`src/rtl/mastermind_pkg.sv`:
```
// Shared types and helpers for the Mastermind codebreaker.
package mastermind_pkg;

  localparam int COLOR_W    = 3;
  localparam int NUM_POS    = 4;
  localparam int NUM_COLORS = 8;
  localparam int GUESS_W    = COLOR_W * NUM_POS;

  typedef enum logic [3:0] {
    IDLE,
    SWEEP_ISSUE,
    SWEEP_WAIT,
    PLACE_SEL,
    PLACE_ISSUE,
    PLACE_WAIT,
    FINAL_ISSUE,
    FINAL_WAIT,
    DONE,
    FAIL
  } solver_state_t;

  // Position 0 lands in the least significant colour field.
  function automatic logic [GUESS_W-1:0] pack_guess(input logic [COLOR_W-1:0] c0,
                                                    input logic [COLOR_W-1:0] c1,
                                                    input logic [COLOR_W-1:0] c2,
                                                    input logic [COLOR_W-1:0] c3);
    return {c3, c2, c1, c0};
  endfunction

endpackage

```
`src/rtl/mastermind_color_table.sv`:
```
// Per-colour occurrence counts learned during the sweep, the filler colour
// (first colour known to be absent) and the running totals used by placement.
module mastermind_color_table
  import mastermind_pkg::*;
(
  input  logic               clk,
  input  logic               resetn,
  input  logic               clear,
  input  logic               wr_en,
  input  logic [COLOR_W-1:0] wr_idx,
  input  logic [2:0]         wr_val,
  input  logic               dec_en,
  input  logic [COLOR_W-1:0] dec_idx,
  input  logic [COLOR_W-1:0] rd_idx,
  output logic [2:0]         rd_count,
  output logic [3:0]         sum,
  output logic [3:0]         remaining,
  output logic [COLOR_W-1:0] filler,
  output logic               filler_known
);

  logic [2:0] count_q [NUM_COLORS];

  assign rd_count = count_q[rd_idx];

  // Count table: cleared on start, written by sweep feedback, decremented as positions are assigned.
  always_ff @(posedge clk or negedge resetn) begin
    if (!resetn) begin
      for (int i = 0; i < NUM_COLORS; i++) count_q[i] <= '0;
      sum          <= '0;
      remaining    <= '0;
      filler       <= '0;
      filler_known <= 1'b0;
    end else if (clear) begin
      for (int i = 0; i < NUM_COLORS; i++) count_q[i] <= '0;
      sum          <= '0;
      remaining    <= '0;
      filler       <= '0;
      filler_known <= 1'b0;
    end else if (wr_en) begin
      count_q[wr_idx] <= wr_val;
      sum             <= sum + {1'b0, wr_val};
      remaining       <= remaining + {1'b0, wr_val};
      if (wr_val == 3'd0 && !filler_known) begin
        filler       <= wr_idx;
        filler_known <= 1'b1;
      end
    end else if (dec_en) begin
      count_q[dec_idx] <= count_q[dec_idx] - 3'd1;
      remaining        <= remaining - 4'd1;
    end
  end

endmodule

```
`src/rtl/mastermind_solver.sv`:
```
// Mastermind codebreaker: sweeps single-colour guesses to learn colour counts,
// then places colours one position at a time against a known-absent filler,
// and finally confirms the deduced code. Guesses leave on a valid/ready
// handshake; each accepted guess is answered by one fb_valid strobe.
module mastermind_solver
  import mastermind_pkg::*;
#(
  parameter int MAX_GUESSES = 20
) (
  input  logic               clk,
  input  logic               resetn,
  input  logic               start,
  output logic [GUESS_W-1:0] guess,
  output logic               guess_valid,
  input  logic               guess_ready,
  input  logic               fb_valid,
  input  logic [2:0]         red,
  input  logic [2:0]         white,
  output logic               busy,
  output logic               done,
  output logic               fail,
  output logic [GUESS_W-1:0] solved_code,
  output logic [4:0]         guess_count
);

  solver_state_t      state_q, state_n, wait_state;
  logic [COLOR_W-1:0] color_q, color_n;
  logic [1:0]         pos_q, pos_n;
  logic [COLOR_W-1:0] cand_q, cand_n;
  logic [GUESS_W-1:0] guess_q, guess_n, solved_q, solved_n, payload;
  logic               gv_q, gv_n;
  logic [4:0]         count_q, count_n, count_inc;
  logic               budget_hit;

  logic               tbl_clear, tbl_wr, tbl_dec;
  logic [2:0]         tbl_rd_count;
  logic [3:0]         tbl_sum, tbl_remaining, sum_next;
  logic [COLOR_W-1:0] tbl_filler;
  logic               tbl_filler_known, filler_ok;

  // The strategy uses only exact matches.
  logic unused_white;
  assign unused_white = ^white;

  // Candidate colour at one position, filler everywhere else.
  function automatic logic [GUESS_W-1:0] place_guess(input logic [1:0]         pos,
                                                     input logic [COLOR_W-1:0] col,
                                                     input logic [COLOR_W-1:0] fill);
    logic [GUESS_W-1:0] g;
    g = pack_guess(fill, fill, fill, fill);
    g[int'(pos)*COLOR_W +: COLOR_W] = col;
    return g;
  endfunction

  mastermind_color_table u_table (
    .clk          (clk),
    .resetn       (resetn),
    .clear        (tbl_clear),
    .wr_en        (tbl_wr),
    .wr_idx       (color_q),
    .wr_val       (red),
    .dec_en       (tbl_dec),
    .dec_idx      (cand_q),
    .rd_idx       (cand_q),
    .rd_count     (tbl_rd_count),
    .sum          (tbl_sum),
    .remaining    (tbl_remaining),
    .filler       (tbl_filler),
    .filler_known (tbl_filler_known)
  );

  assign count_inc  = (count_q == 5'd31) ? count_q : count_q + 5'd1;
  assign budget_hit = (int'(count_q) + 1) >= MAX_GUESSES;
  assign sum_next   = tbl_sum + {1'b0, red};
  assign filler_ok  = tbl_filler_known | (red == 3'd0);

  // Next-state and datapath update for the solver FSM.
  always_comb begin
    state_n    = state_q;
    color_n    = color_q;
    pos_n      = pos_q;
    cand_n     = cand_q;
    guess_n    = guess_q;
    gv_n       = gv_q;
    count_n    = count_q;
    solved_n   = solved_q;
    tbl_clear  = 1'b0;
    tbl_wr     = 1'b0;
    tbl_dec    = 1'b0;
    payload    = guess_q;
    wait_state = state_q;

    case (state_q)
      IDLE, DONE, FAIL: begin
        if (start) begin
          state_n   = SWEEP_ISSUE;
          color_n   = '0;
          pos_n     = '0;
          cand_n    = '0;
          count_n   = '0;
          solved_n  = '0;
          gv_n      = 1'b0;
          tbl_clear = 1'b1;
        end
      end

      SWEEP_ISSUE, PLACE_ISSUE, FINAL_ISSUE: begin
        if (state_q == SWEEP_ISSUE) begin
          payload    = pack_guess(color_q, color_q, color_q, color_q);
          wait_state = SWEEP_WAIT;
        end else if (state_q == PLACE_ISSUE) begin
          payload    = place_guess(pos_q, cand_q, tbl_filler);
          wait_state = PLACE_WAIT;
        end else begin
          payload    = solved_q;
          wait_state = FINAL_WAIT;
        end
        if (!gv_q) begin
          gv_n    = 1'b1;
          guess_n = payload;
        end else if (guess_ready) begin
          gv_n    = 1'b0;
          count_n = count_inc;
          // The confirming guess may still succeed, so it is never cut short.
          if (budget_hit && state_q != FINAL_ISSUE) state_n = FAIL;
          else                                      state_n = wait_state;
        end
      end

      SWEEP_WAIT: begin
        if (fb_valid) begin
          tbl_wr = 1'b1;
          if (sum_next == 4'd4 && filler_ok) begin
            state_n = PLACE_SEL;
            pos_n   = '0;
            cand_n  = '0;
          end else if (sum_next > 4'd4 || color_q == 3'd7) begin
            state_n = FAIL;
          end else begin
            color_n = color_q + 3'd1;
            state_n = SWEEP_ISSUE;
          end
        end
      end

      PLACE_SEL: begin
        if (tbl_rd_count == 3'd0) begin
          if (cand_q == 3'd7) state_n = FAIL;
          else                cand_n  = cand_q + 3'd1;
        end else if ({1'b0, tbl_rd_count} == tbl_remaining) begin
          // Only one colour remains: the position is forced, no guess needed.
          solved_n[int'(pos_q)*COLOR_W +: COLOR_W] = cand_q;
          tbl_dec = 1'b1;
          if (pos_q == 2'd3) begin
            state_n = FINAL_ISSUE;
          end else begin
            pos_n  = pos_q + 2'd1;
            cand_n = '0;
          end
        end else begin
          state_n = PLACE_ISSUE;
        end
      end

      PLACE_WAIT: begin
        if (fb_valid) begin
          if (red == 3'd1) begin
            solved_n[int'(pos_q)*COLOR_W +: COLOR_W] = cand_q;
            tbl_dec = 1'b1;
            if (pos_q == 2'd3) begin
              state_n = FINAL_ISSUE;
            end else begin
              pos_n   = pos_q + 2'd1;
              cand_n  = '0;
              state_n = PLACE_SEL;
            end
          end else if (red == 3'd0 && cand_q != 3'd7) begin
            cand_n  = cand_q + 3'd1;
            state_n = PLACE_SEL;
          end else begin
            state_n = FAIL;
          end
        end
      end

      FINAL_WAIT: begin
        if (fb_valid) state_n = (red == 3'd4) ? DONE : FAIL;
      end

      default: state_n = IDLE;
    endcase
  end

  // State and datapath registers; reset abandons any outstanding guess.
  always_ff @(posedge clk or negedge resetn) begin
    if (!resetn) begin
      state_q  <= IDLE;
      color_q  <= '0;
      pos_q    <= '0;
      cand_q   <= '0;
      guess_q  <= '0;
      gv_q     <= 1'b0;
      count_q  <= '0;
      solved_q <= '0;
    end else begin
      state_q  <= state_n;
      color_q  <= color_n;
      pos_q    <= pos_n;
      cand_q   <= cand_n;
      guess_q  <= guess_n;
      gv_q     <= gv_n;
      count_q  <= count_n;
      solved_q <= solved_n;
    end
  end

  assign guess       = guess_q;
  assign guess_valid = gv_q;
  assign guess_count = count_q;
  assign solved_code = solved_q;
  assign done        = (state_q == DONE);
  assign fail        = (state_q == FAIL);
  assign busy        = (state_q != IDLE) && (state_q != DONE) && (state_q != FAIL);

endmodule

```
`config.mk`:
```
export PLATFORM = sky130hd
export DESIGN_NAME = mastermind_solver
export DESIGN_NICKNAME = d
export VERILOG_FILES = /design/src/rtl/mastermind_pkg.sv /design/src/rtl/mastermind_color_table.sv /design/src/rtl/mastermind_solver.sv
export SDC_FILE = /design/constraint.sdc
export NUM_CORES = 1
export LEC_CHECK = 0
export BUFFER_PORTS_ARGS = -buffer_cell sky130_fd_sc_hd__buf_2
export CAP_MARGIN = 20
export CORE_MARGIN = 2
export CORE_UTILIZATION = 55
export CTS_BUF_LIST = sky130_fd_sc_hd__clkbuf_4 sky130_fd_sc_hd__clkbuf_8
export DETAILED_ROUTE_END_ITERATION = 7
export GPL_TIMING_DRIVEN = 0
export MAX_ROUTING_LAYER = met4
export PLACE_DENSITY = 0.77
export RECOVER_POWER = 25
export SYNTH_ARGS = -nofsm -noshare
export SYNTH_HDL_FRONTEND = slang
export SYNTH_HIERARCHICAL = 1
export SYNTH_SLANG_ARGS = --single-unit
```
`constraint.sdc`:
```
create_clock -name clk -period 3.4 [get_ports clk]
set_input_delay 0.51 -clock clk [delete_from_list [all_inputs] [get_ports clk]]
set_output_delay 0.51 -clock clk [all_outputs]
set_load 0.05 [all_outputs]
```
==> results.toml <==
[worst_setup_path]
path_max_fanout = 9
crit_path_start_kind = "flip-flop"
endpoint_kind = "flip-flop"
required_ps = 3710
crit_type = "reg2reg"
crit_arrival_ps = 3610

[yosys]
ys_async_sr_fraction = 1.00
syn-cell-area_um2 = 5810
postSynthAreaPerCell_um2 = 8.98
synthCells = 647
synthFlopType = "dfrtp_1"
synth_seq_cells = 78
synth_edf_count = 0
synth_fp_nets = 682
ys_types = 79
seq_area_frac_synth = 0.336
synth_warnings = 6

[die]
num_rows = 37
die_area_um2 = 11400
start_util = 0.566
num_io_pins = 44
die_width_um = 107
fp.dieH_um = 107
core_um2 = 10300

[sta]
worst_pin_slew_ps = 1390
rsz0062_at_grt = "no"
period_share = 0.972
finalCriticalPeriod_ps = 3310
skew_ps = 13.7
finalSetupViolCount = 0
slew_headroom = 0.0749
hold_viol_final = 0
slew_violations = 0
fmax_mhz = 303

[final_layout]
regArea_um2 = 1960
mostFrequentLayoutCell = "dfrtp_1"
drive_above_1_share = 0.190
finish.utilization = 0.640
n_antenna_cell = 0
final_cell_mix = "75 x dfrtp_1, 73 x nor2_1, 52 x a21oi_1"
fill_cells = 858
area_growth_pct = 13.1
multi_input_area_um2 = 3650
nets = 739

[clock_tree]
path_clk_slew_ps = 90
cts.sinks = 78
numCtsBuffers = 9
clock_latency_ps = 360
cts_tree = "built"
h-tree-depth = 3
postCtsHoldBufs = 0
clock-root-buffer = "clkbuf_8"
clockBufferDepth = 2

[outcome]
status = "complete, no violations"

[drt]
drtIter0Drc = 464
finalWirelength_um = 16400
via_per_inst = 6.52
vias = 5507
drc = 0
ant_nets = 0
firstDrtPassIters = 5
wire_per_inst_um = 19.4

[global_routing]
grt_pass1_vias = 5229
grt_max_degree = 58
grt_pass1_wl_um = 26700
antenna_found_initial = 0
grt.total_usage = 0.304
grt_overflow_total = 0

[place]
place_hpwl_um = 12000
gp_congestion = 1.02
port-buffer-count = 40

[pwr]
finalPower_w = 0.00545
peakVddDrop_mv = 0.467
p_leak_nw = 2.85
p_per_area_nw_per_um2 = 830

[job]
drv_cap = 0

[hold_path]
hold_class = "in2async"
## critical path: stages, from the launching register on
cell      delay [ps]
dfrtp_2          370
clkbuf_8         170
mux4_2           510
mux2_2           340
xor2_1           190
nor4_2           340
nand2_1          180
nand2_4          150
nand2b_2         160
o211a_1          280
or4_1            480
nand3_1           80
## cell families (layout without fill, tap and decap cells)
family                   count (synthesis)  after routing  synth area share
AO/OA/AOI/OAI                          173            173             0.201
multiplexers                            50             50             0.109
adder cells (fa/ha/maj)                 24             24            0.0555
flip-flops                              78             78             0.336
AND/OR/NAND/NOR                        250            250             0.240
XOR/XNOR                                 9              9            0.0136
buffers and inverters                   63            125            0.0448
## final timing paths
path	from	to	slack, ps	cells past startpoint
setup reg to reg	cand_q[0]	u_table/count_q[5]	90	11
hold / removal	resetn	guess_count[0]	420	1
max in group asynchronous	resetn	cand_q[2]	860	2
setup / recovery	cand_q[0]	u_table/count_q[5]	90	11
min in group clk	solved_code[9]	solved_code[9]	520	1
hold reg to reg	solved_code[9]	solved_code[9]	520	1
## final cells by class
type / count / area share
buffer: 35 / 0.0267
clock buffer: 10 / 0.0209
clock inverter: 6 / 0.0202
inverter: 26 / 0.0148
multi-input combinational: 506 / 0.555
sequential: 78 / 0.298
tap: 136 / 0.0259
timing repair buffer: 48 / 0.0390
## through the flow
| step | TNS [ps] | setup WS [ps] | instances | cell area (µm²) | hold slack (ps) |
|---|---|---|---|---|---|
| 6_report | 0 | 94.2 | 845 | 6570 | 419 |
| 5_1_grt | 0 | 1.58 | 845 | 6570 | 506 |
| 4_1_cts | 0 | 48.4 | 842 | 6550 | 51.9 |
| 3_5_place_dp | -16240 | -740 | 824 | 6220 | 441 |
| 3_3_place_gp | -14460 | -713 | 823 | 6190 | 501 |
| 2_1_floorplan | 0 | 42.5 | 647 | 5820 | 214 |
## state kept, by name (all words and copies together), names as in the netlist, 2 cells and up
signal and count:
u_table/count_q 24, guess 12, solved_code 12, guess_count 5, state_q 4, u_table/remaining 4
u_table/sum 4, cand_q 3, color_q 3, u_table/filler 3, pos_q 2
## Yosys cell counts, types with 4 or more instances
cell / count / area (µm²)
nand2_1: 32 / 120
nor3b_1: 4 / 30.0
o21ai_1: 8 / 40.0
and3_1: 10 / 62.6
o2bb2ai_1: 9 / 78.8
xnor2_1: 4 / 35.0
clkbuf_1: 21 / 78.8
and2_1: 6 / 37.5
a311oi_1: 8 / 70.1
a211oi_1: 14 / 105
o21ai_0: 22 / 110
mux2_2: 16 / 180
nor2_1: 73 / 274
xor2_1: 5 / 43.8
a22o_1: 8 / 70.1
nand3b_1: 6 / 45.0
mux2_1: 12 / 135
nand4b_1: 5 / 43.8
buf_2: 13 / 65.1
a21o_1: 5 / 37.5
ha_1: 21 / 263
a21oi_1: 52 / 260
o211ai_1: 6 / 45.0
mux2i_1: 14 / 140
nor3_1: 15 / 75.1
dfrtp_1: 78 / 1950
nor2b_1: 21 / 131
nand2b_1: 14 / 87.6
nand3_1: 22 / 110
inv_1: 25 / 93.8
o22ai_1: 8 / 50.1
or3_1: 9 / 56.3
mux4_2: 8 / 180
## power breakdown
group / leakage (nW) / internal [W] / total (W) / switching (W)
Sequential: 1.03 / 0.00116 / 0.00140 / 0.000237
Clock: 0.132 / 0.000581 / 0.000955 / 0.000374
Combinational: 1.68 / 0.00114 / 0.00310 / 0.00196
## layer usage
layer | track usage | routed length (µm) | part of all wire | up-vias
met1 | 0.404 | 6990 | 0.43 | 2676
met3 | 0.0492 | 1330 | 0.081 | 40
met5 | - | 0 | 0 | -
li1 | - | - | - | 2511
met2 | 0.471 | 7600 | 0.46 | 280
met4 | 0.114 | 438 | 0.027 | 0
## what timing repair did
action / CTS / global route
gates resized for setup: 11 / 11
pin swaps: 2 / 2
endpoints found under the setup margin: 30 / 16
setup buffers: 3 / 4
(Power assumes the default switching activity.)
